==> config.mk <==
export PLATFORM = sky130hd
export DESIGN_NAME = tc_pl_gain_relay_seq
export DESIGN_NICKNAME = d
export VERILOG_FILES = /design/src/rtl/tc_pl_gain_pkg.sv /design/src/rtl/tc_pl_relay_timer.sv /design/src/rtl/tc_pl_gain_relay_seq.sv
export SDC_FILE = /design/constraint.sdc
export NUM_CORES = 1
export LEC_CHECK = 0
export CORE_MARGIN = 3
export CORE_UTILIZATION = 58
export DETAILED_ROUTE_END_ITERATION = 7
export PLACE_DENSITY = 0.79
export SLEW_MARGIN = 20
export SYNTH_ARGS = -nofsm -noshare
export SYNTH_HDL_FRONTEND = slang
export SYNTH_HIERARCHICAL = 1
export SYNTH_SLANG_ARGS = --single-unit
==> constraint.sdc <==
create_clock -name clk -period 4.35 [get_ports clk]
set_clock_uncertainty 0.1 [all_clocks]
set_input_delay 1.305 -clock clk [delete_from_list [all_inputs] [get_ports clk]]
set_output_delay 1.305 -clock clk [all_outputs]
set_load 0.02 [all_outputs]
==> src/rtl/tc_pl_gain_pkg.sv <==
// Shared types and constants for the CAP0 gain-relay sequencer.
package tc_pl_gain_pkg;

  typedef enum logic [1:0] {
    ST_IDLE  = 2'd0,
    ST_BREAK = 2'd1,
    ST_MAKE  = 2'd2,
    ST_DONE  = 2'd3
  } state_e;

  // Relay bit positions within the gain pattern
  localparam int unsigned REL_10X1 = 0;
  localparam int unsigned REL_10X2 = 1;
  localparam int unsigned REL_OPX1 = 2;
  localparam int unsigned REL_OPX2 = 3;

  localparam int unsigned DEF_RELAYS     = 4;
  localparam int unsigned DEF_BREAK_CYC  = 1000;
  localparam int unsigned DEF_SETTLE_CYC = 50000;
  localparam int unsigned DEF_CNT_W      = 20;

endpackage

==> src/rtl/tc_pl_relay_timer.sv <==
// Loadable down-counter that stops at zero; expired while it reads zero.
module tc_pl_relay_timer
  import tc_pl_gain_pkg::*;
#(
  parameter int unsigned CNT_W = DEF_CNT_W
) (
  input  logic             clk,
  input  logic             rst_n,
  input  logic             load_i,
  input  logic [CNT_W-1:0] load_val_i,
  output logic [CNT_W-1:0] value_o,
  output logic             expired_o
);

  logic [CNT_W-1:0] cnt_q;

  always_ff @(posedge clk or negedge rst_n) begin
    if (!rst_n) begin
      cnt_q <= '0;
    end else if (load_i) begin
      cnt_q <= load_val_i;
    end else if (cnt_q != '0) begin
      cnt_q <= cnt_q - CNT_W'(1);
    end
  end

  assign value_o   = cnt_q;
  assign expired_o = (cnt_q == '0);

endmodule

==> src/rtl/tc_pl_gain_relay_seq.sv <==
// Break-before-make sequencer driving the CAP0 gain relays, with settle gating
// and a last-wins pending request slot.
module tc_pl_gain_relay_seq
  import tc_pl_gain_pkg::*;
#(
  parameter int unsigned CAP0_14    = DEF_RELAYS,
  parameter int unsigned BREAK_CYC  = DEF_BREAK_CYC,
  parameter int unsigned SETTLE_CYC = DEF_SETTLE_CYC,
  parameter int unsigned CNT_W      = DEF_CNT_W
) (
  input  logic               clk,
  input  logic               rst_n,
  input  logic               gain_req,
  input  logic [CAP0_14-1:0] gain_code,
  output logic               gain_busy,
  output logic               gain_done,
  output logic               settle_ok,
  output logic [CAP0_14-1:0] gain_cur,
  output logic [CAP0_14-1:0] relay_o
);

  localparam int unsigned MAX_CYC = (BREAK_CYC > SETTLE_CYC) ? BREAK_CYC : SETTLE_CYC;

  if (BREAK_CYC == 0 || SETTLE_CYC == 0 || ((MAX_CYC - 1) >> CNT_W) != 0) begin : g_cfg_err
    $error("tc_pl_gain_relay_seq: cycle counts must be >=1 and fit in CNT_W bits");
  end

  state_e             state_q, state_d;
  logic [CAP0_14-1:0] relay_q, relay_d;
  logic [CAP0_14-1:0] cur_q, cur_d;
  logic [CAP0_14-1:0] tgt_q, tgt_d;
  logic [CAP0_14-1:0] pend_code_q, pend_code_d;
  logic               pend_vld_q, pend_vld_d;
  logic               busy_q, busy_d;
  logic               done_q, done_d;
  logic               settle_q, settle_d;

  logic               tmr_load;
  logic [CNT_W-1:0]   tmr_load_val;
  logic [CNT_W-1:0]   tmr_value;
  logic               tmr_expired;
  logic               phase_end;
  logic               req_vld;
  logic [CAP0_14-1:0] req_code;

  tc_pl_relay_timer #(.CNT_W(CNT_W)) u_timer (
    .clk        (clk),
    .rst_n      (rst_n),
    .load_i     (tmr_load),
    .load_val_i (tmr_load_val),
    .value_o    (tmr_value),
    .expired_o  (tmr_expired)
  );

  assign phase_end = tmr_expired && (tmr_value == '0);

  // Next-state: phase sequencing, pending capture, and start of a new sequence
  always_comb begin
    state_d      = state_q;
    relay_d      = relay_q;
    cur_d        = cur_q;
    tgt_d        = tgt_q;
    pend_code_d  = pend_code_q;
    pend_vld_d   = pend_vld_q;
    busy_d       = busy_q;
    done_d       = 1'b0;
    settle_d     = settle_q;
    tmr_load     = 1'b0;
    tmr_load_val = '0;
    req_vld      = 1'b0;
    req_code     = gain_code;

    case (state_q)
      ST_IDLE: begin
        req_vld = gain_req;
      end
      ST_BREAK: begin
        if (gain_req) begin
          pend_code_d = gain_code;
          pend_vld_d  = 1'b1;
        end
        if (phase_end) begin
          state_d      = ST_MAKE;
          relay_d      = tgt_q;
          tmr_load     = 1'b1;
          tmr_load_val = CNT_W'(SETTLE_CYC - 1);
        end
      end
      ST_MAKE: begin
        if (gain_req) begin
          pend_code_d = gain_code;
          pend_vld_d  = 1'b1;
        end
        if (phase_end) begin
          state_d  = ST_DONE;
          done_d   = 1'b1;
          busy_d   = 1'b0;
          settle_d = 1'b1;
          cur_d    = tgt_q;
        end
      end
      ST_DONE: begin
        // A strobe in the DONE cycle itself is newer than anything pending
        req_vld    = gain_req | pend_vld_q;
        req_code   = gain_req ? gain_code : pend_code_q;
        pend_vld_d = 1'b0;
        state_d    = ST_IDLE;
      end
      default: begin
        state_d = ST_IDLE;
      end
    endcase

    if (req_vld) begin
      tgt_d = req_code;
      if (req_code == cur_q) begin
        state_d  = ST_DONE;
        done_d   = 1'b1;
        busy_d   = 1'b0;
        settle_d = 1'b1;
      end else begin
        busy_d   = 1'b1;
        settle_d = 1'b0;
        tmr_load = 1'b1;
        if ((relay_q & ~req_code) != '0) begin
          state_d      = ST_BREAK;
          relay_d      = relay_q & req_code;
          tmr_load_val = CNT_W'(BREAK_CYC - 1);
        end else begin
          state_d      = ST_MAKE;
          relay_d      = req_code;
          tmr_load_val = CNT_W'(SETTLE_CYC - 1);
        end
      end
    end
  end

  always_ff @(posedge clk or negedge rst_n) begin
    if (!rst_n) begin
      state_q     <= ST_IDLE;
      relay_q     <= '0;
      cur_q       <= '0;
      tgt_q       <= '0;
      pend_code_q <= '0;
      pend_vld_q  <= 1'b0;
      busy_q      <= 1'b0;
      done_q      <= 1'b0;
      settle_q    <= 1'b1;
    end else begin
      state_q     <= state_d;
      relay_q     <= relay_d;
      cur_q       <= cur_d;
      tgt_q       <= tgt_d;
      pend_code_q <= pend_code_d;
      pend_vld_q  <= pend_vld_d;
      busy_q      <= busy_d;
      done_q      <= done_d;
      settle_q    <= settle_d;
    end
  end

  assign relay_o   = relay_q;
  assign gain_cur  = cur_q;
  assign gain_busy = busy_q;
  assign gain_done = done_q;
  assign settle_ok = settle_q;

endmodule

# After elaboration in Yosys (flattened, before gate mapping)
# Index checks and enable logic that the tools add are counted.
[word_totals]
register_bits = 42
latch_bits = 0
ram_bits = 0
rom_bits = 0
inputBits = 7
out_inout_bits = 11
wordCells = 74
memories = 0
[classes]
n_addsub = 1
n_mul = 0
div = 0
magnitude_cmp = 0
eq_ne = 7
shift = 0
n_mux = 38
bitwise = 4
reduce_logical = 14
[op_table]
columns = ["op", "count"]
rows = [
  ["$mux W20", 4],
  ["$mux W16", 3],
  ["$mux W4", 7],
  ["$logic_not A20 Y1", 1],
  ["$reduce_bool A20 Y1", 1],
  ["$sub A20 B1 Y20 const B", 1],
  ["$mux W1", 16],
  ["$mux W2", 5],
  ["$and A4 B4 Y4", 2],
  ["$reduce_bool A2 Y1", 4],
  ["$reduce_bool A4 Y1", 2],
  ["$ne A3 B3 Y1 const B", 2],
  ["$pmux W2 S3", 1],
  ["$reduce_and A2 Y1", 3],
  ["$eq A2 B2 Y1 const B", 2],
  ["$eq A4 B4 Y1", 1],
  ["$not A4 Y4", 1],
  ["$pmux W1 S2", 2],
  ["$reduce_and A3 Y1", 1],
  ["$eq A2 B1 Y1 const B", 1],
  ["$logic_not A2 Y1", 1],
  ["$ne A2 B1 Y1 const B", 1],
  ["$reduce_or A2 Y1", 1],
  ["$or A1 B1 Y1", 1],
]

# Longest topological paths before layout
[logic_depth]
word_depth = 9
depth_mapped = 12
mapped_depth_nobuf = 11

# By module
# The synthesis kept the hierarchy.
[modules_own_cells]
columns = ["mod", "instances", "cells_each", "area_per_inst_um2", "seq_area_each_um2"]
rows = [
  ["tc_pl_gain_relay_seq", 1, 122, 1260.0, 551.8],
  ["tc_pl_relay_timer", 1, 123, 1202.4, 500.5],
]

# Worst setup path before layout
# Ideal clock, no wire load.
[synth_path]
kind = "in2reg"
startpoint = "input port gain_req"
endpoint = "register u_timer.cnt_q[9] (netlist: u_timer/value_o[9])"
setup_ns = 0.074
t_arrival_ns = 3.418
t_required_ns = 4.176
path_slack_ns = 0.758
path_stages = 10
path_buffers = 3
cell_sequence = "and2b_1 > buf_6 > a2111oi_0 > a31oi_1 > o31a_2 > buf_6 > nand2b_1 > or2_2 > buf_6 > o21ai_2"
[synth_via]
elab_chain_cells = 6
word_cells_on_any_way = 11
cone_classes = "1 x eq/ne; 8 x mux; 1 x bitwise; 1 x reduce/logical"
[synth_rtl]
columns = ["item", "line", "rtl"]
rows = [
  ["from (decl)", "tc_pl_gain_relay_seq.sv:13", "input logic gain_req,"],
  ["$mux W4", "-", ""],
  ["$mux W4", "tc_pl_gain_relay_seq.sv:73", "case (state_q)"],
  ["$eq A4 B4 Y1", "tc_pl_gain_relay_seq.sv:116", "if (req_code == cur_q) begin"],
  ["$mux W1", "tc_pl_gain_relay_seq.sv:116", ""],
  ["$mux W1 *", "tc_pl_gain_relay_seq.sv:114", "if (req_vld) begin"],
  ["via tmr_load", "tc_pl_gain_relay_seq.sv:38", "logic tmr_load;"],
  ["$mux W20 or $reduce_bool A2 Y1 (tied branches)", "-", ""],
  ["to (signal assigned)", "tc_pl_relay_timer.sv:21", "cnt_q <= load_val_i;"],
  ["to (signal assigned)", "tc_pl_relay_timer.sv:23", "cnt_q <= cnt_q - CNT_W'(1);"],
  ["to (decl)", "tc_pl_relay_timer.sv:15", "logic [CNT_W-1:0] cnt_q;"],
]
# The timed path passes the listed nets; every way through them passes the cells marked *.
# A chain may end at the register's enable or synchronous reset.

# Worst setup path in the final report
[layout_path]
startpoint = "input port gain_req"
endpoint = "register u_timer.cnt_q[15] (netlist: u_timer/value_o[15])"
# Same word-level chain as after synthesis.

==> run_results.csv <==
group,metric,value,unit
sta,min_period,3.708,ns
sta,maxSlewViolCount,0,
cells_and_area,diodes,0,
clock_tree,cts_hold_buf,0,
yosys,synth-edff-count,0,
worst_setup_path,critical_path_class,"in2reg",
power_and_ir_drop,vdd.ir_drop.worst,371.5,µV
floorplan,coreArea,0.004058,mm²
floorplan,die_area,0.005063,mm²
worst_setup_path,crit_path_start_kind,"input port",
clock_tree,cts_tree,"yes",
worst_setup_path,path_buf_inv,1,
clock_tree,cts_setup_buffers,0,
flow_run,max_cap_viol_count,0,
drt,firstDrtPassIters,4,
power_and_ir_drop,power.leakage,1.196,nW
status,status,"finished, final reports clean",
sta,fmax,269.7,MHz
sta,timing.final.crit_share,0.8523,
yosys,synth_cell_types,54,
drt,drt_wl_total,4873,µm
drt,vias_per_cell,5.643,
clock_tree,clk-insertion-delay-late,0.30,ns
worst_setup_path,crit_family,"compound AO/OA/AOI/OAI gates",
worst_setup_path,max_stage_delay,0.51,ns
grt,grt_use_total,0.2141,
floorplan,num_rows,23,
cells_and_area,areaGrowthSynthToFinish,12.91,%
worst_setup_path,crit_path_top_delay_cell,"clkdlybuf4s50_1",
worst_setup_path,path_cells,"clkdlybuf4s50_1 -> and2b_1 -> a2111oi_0 -> a31oi_1 -> o31a_2 -> nand2b_1 -> or2_2 -> o21ai_2",
yosys,synth.area.top_cells,"dfrtp_1, nand2_1, mux2_2, o21ai_2, xnor2_1",
worst_setup_path,crit_path_end_kind,"flop",
yosys,synth_cells,245,
drt,antenna_left,0,
yosys,yosys.area.top_type_share,0.4167,
sta,holdWs,0.3840,ns
clock_tree,htreeDepth,2,
sta,rsz0062_at_grt,"no",
drt,via_count,1817,
placed_design,portBuffers,17,
drt,drc,0,
grt,gr-total-overflow,0,
clock_tree,cts_resized,0,
yosys,synth.largest_area_cell,"dfrtp_1",
yosys,synthesis.area,0.002462,mm²
sta,fin_tns_setup,0,ns
cells_and_area,drive_above_1_share,0.1728,
yosys,syn-mean-instance-area,10.05,µm²
clock_tree,cts_buffers,5,
floorplan,die_w,71.16,µm
floorplan,pin_count,18,
floorplan,dieHeight,71.16,µm
sta,worst_pin_slew,0.9133,ns
yosys,yosys_warnings,6,
hold_path,min_path_type,"reg2reg",
clock_tree,clkTransAtPathRegs,0.08,ns
grt,grt_max_degree,43,
clock_tree,clk_path_buf_depth,2,
sta,final_hold_viol_count,0,
yosys,seq_area_frac_synth,0.4273,
yosys,synth-seq-cells,42,
grt,antenna_found_initial,0,
placed_design,dp_hpwl,3503,µm
cells_and_area,layout.nets,284,
grt,grt_pass1_vias,1783,
yosys,synth_ff_type,"dfrtp_1",
worst_setup_path,worst_ep_required_time,4.48,ns
placed_design,gp_congestion,0.9002,
worst_setup_path,worst-path-max-fanout,9,
power_and_ir_drop,power_density,733.4,mW/mm²
grt,grt_first_pass_wirelength,8521,µm
cells_and_area,n_fill_cell,319,
clock_tree,cts.sinks,42,
drt,drt_iter0_markers,151,
worst_setup_path,worstPathArrival,3.84,ns
drt,detail_route.wl_per_cell,15.13,µm
clock_tree,root_buffer,"clkbuf_8",
sta,relSlewSlack,0.3912,
floorplan,start_util,0.6068,
yosys,postSynth.asyncResetShare,1.000,
sta,finalSetupViolations,0,
==> flip-flops by register name, indices dropped and copies added (netlist names) <==
name,flops
u_timer/value_o,20
gain_cur,4
pend_code_q,4
relay_o,4
tgt_q,4
state_q,2
gain_busy,1
gain_done,1
pend_vld_q,1
settle_ok,1
==> synth_stat cells, types with 3 or more instances <==
cell type	number
dfrtp_1	41
nand2_1	36
nor2_1	15
inv_1	12
mux2_2	12
o21ai_0	9
o21ai_2	9
xnor2_1	9
xor2_1	8
ha_1	6
mux2i_1	6
nor3_1	6
nor4_1	6
a21oi_1	5
clkbuf_1	5
o31ai_1	5
or4_1	4
a31oi_1	3
buf_6	3
o21ai_1	3
o221a_1	3
==> cell families after synthesis <==
kind of cell | count (synthesis) | share of synthesized area
AOI/OAI and AO/OA | 51 | 0.1550
other | 1 | 0.001523
xor gates and xnor gates | 17 | 0.06047
DFF | 42 | 0.4273
buffers and inverters | 21 | 0.04166
and+or+nand+nor | 88 | 0.1951
adders and majority gates | 6 | 0.03049
muxes | 19 | 0.08842
==> tightest hold or removal path, cell delays in order (launching register included) <==
cell and delay, ns:
dfrtp_1 0.35, nand2_1 0.05, o21ai_0 0.06
==> per-stage QoR <==
| step | cells | area, µm² | power (W) | setup slack [ns] | util |
|---|---|---|---|---|---|
| floorplan | 253 | 2492 | 0.001534 | 0.7578 | - |
| global placement | 314 | 2685 | 0.001749 | 0.3845 | 0.6617 |
| detailed placement | 314 | 2685 | 0.001773 | 0.3644 | 0.6617 |
| CTS | 322 | 2780 | 0.002046 | 0.6315 | 0.6852 |
| global route | 322 | 2780 | 0.002209 | 0.4251 | 0.6852 |
| finish | 322 | 2780 | 0.002039 | 0.6425 | 0.6852 |
==> area by class of cell <==
| class | instances | area, µm² | share of cell area |
|---|---|---|---|
| repair buffers | 20 | 187.7 | 0.06751 |
| inverters | 12 | 45.04 | 0.01620 |
| clock inverters | 2 | 12.51 | 0.004500 |
| flip-flops and latches | 42 | 1052 | 0.3785 |
| well taps | 50 | 62.56 | 0.02250 |
| clock buffers | 6 | 82.58 | 0.02970 |
| multi-input cells | 190 | 1338 | 0.4811 |
==> cell usage in the layout, fill, tap and decap left out, types with 2 or more instances in the layout <==
cell,synthesis,routed
inv_1,12,12
buf_4,0,3
conb_1,1,9
dfrtp_1,41,41
or4_1,4,4
or4_4,2,2
clkdlybuf4s50_1,0,16
a21oi_1,5,5
nand2_1,36,36
a31oi_1,3,3
xnor2_1,9,9
a22o_1,2,2
clkbuf_8,0,6
o221a_1,3,3
o21ai_1,3,3
ha_1,6,6
nor2_1,15,15
nor4_1,6,6
nor3_1,6,6
or3_1,2,2
xor2_1,8,8
nor3b_1,2,2
mux2_2,12,12
o31ai_1,5,5
mux2i_1,6,6
nand2b_1,2,2
o21ai_2,9,9
a22oi_1,2,2
o21ai_0,9,9
==> path summary, 6_finish.rpt <==
path	slack, ns	start	cells after the start	endpoint
min reg2reg	0.38	pend_vld_q$_DFFE_PN0P_	2	pend_vld_q$_DFFE_PN0P_
min in group asynchronous	1.04	rst_n	1	u_timer/value_o[17]$_DFFE_PN0P_
max	0.64	gain_req	8	u_timer/value_o[15]$_DFFE_PN0P_
max in group asynchronous	2.55	rst_n	1	tgt_q[0]$_DFFE_PN0P_
max reg2reg	0.65	u_timer/value_o[17]$_DFFE_PN0P_	9	u_timer/value_o[3]$_DFFE_PN0P_
min	0.38	pend_vld_q$_DFFE_PN0P_	2	pend_vld_q$_DFFE_PN0P_
==> where the power goes <==
part,leakage (nW),switching (W),internal (W),total (W)
logic,0.632,0.000549,0.000472,0.00102
clock network,0.0472,0.000138,0.000128,0.000266
registers,0.517,0.000181,0.000571,0.000752
==> layer usage <==
metal  vias up  global-route usage  share of wire
li1        916                   -              -
met1       856              0.3303           0.50
met2        37              0.2980           0.43
met3         8             0.04688          0.042
met4         0             0.06889          0.019
met5         -                   0              0
Power figures use the tool's default switching activity.
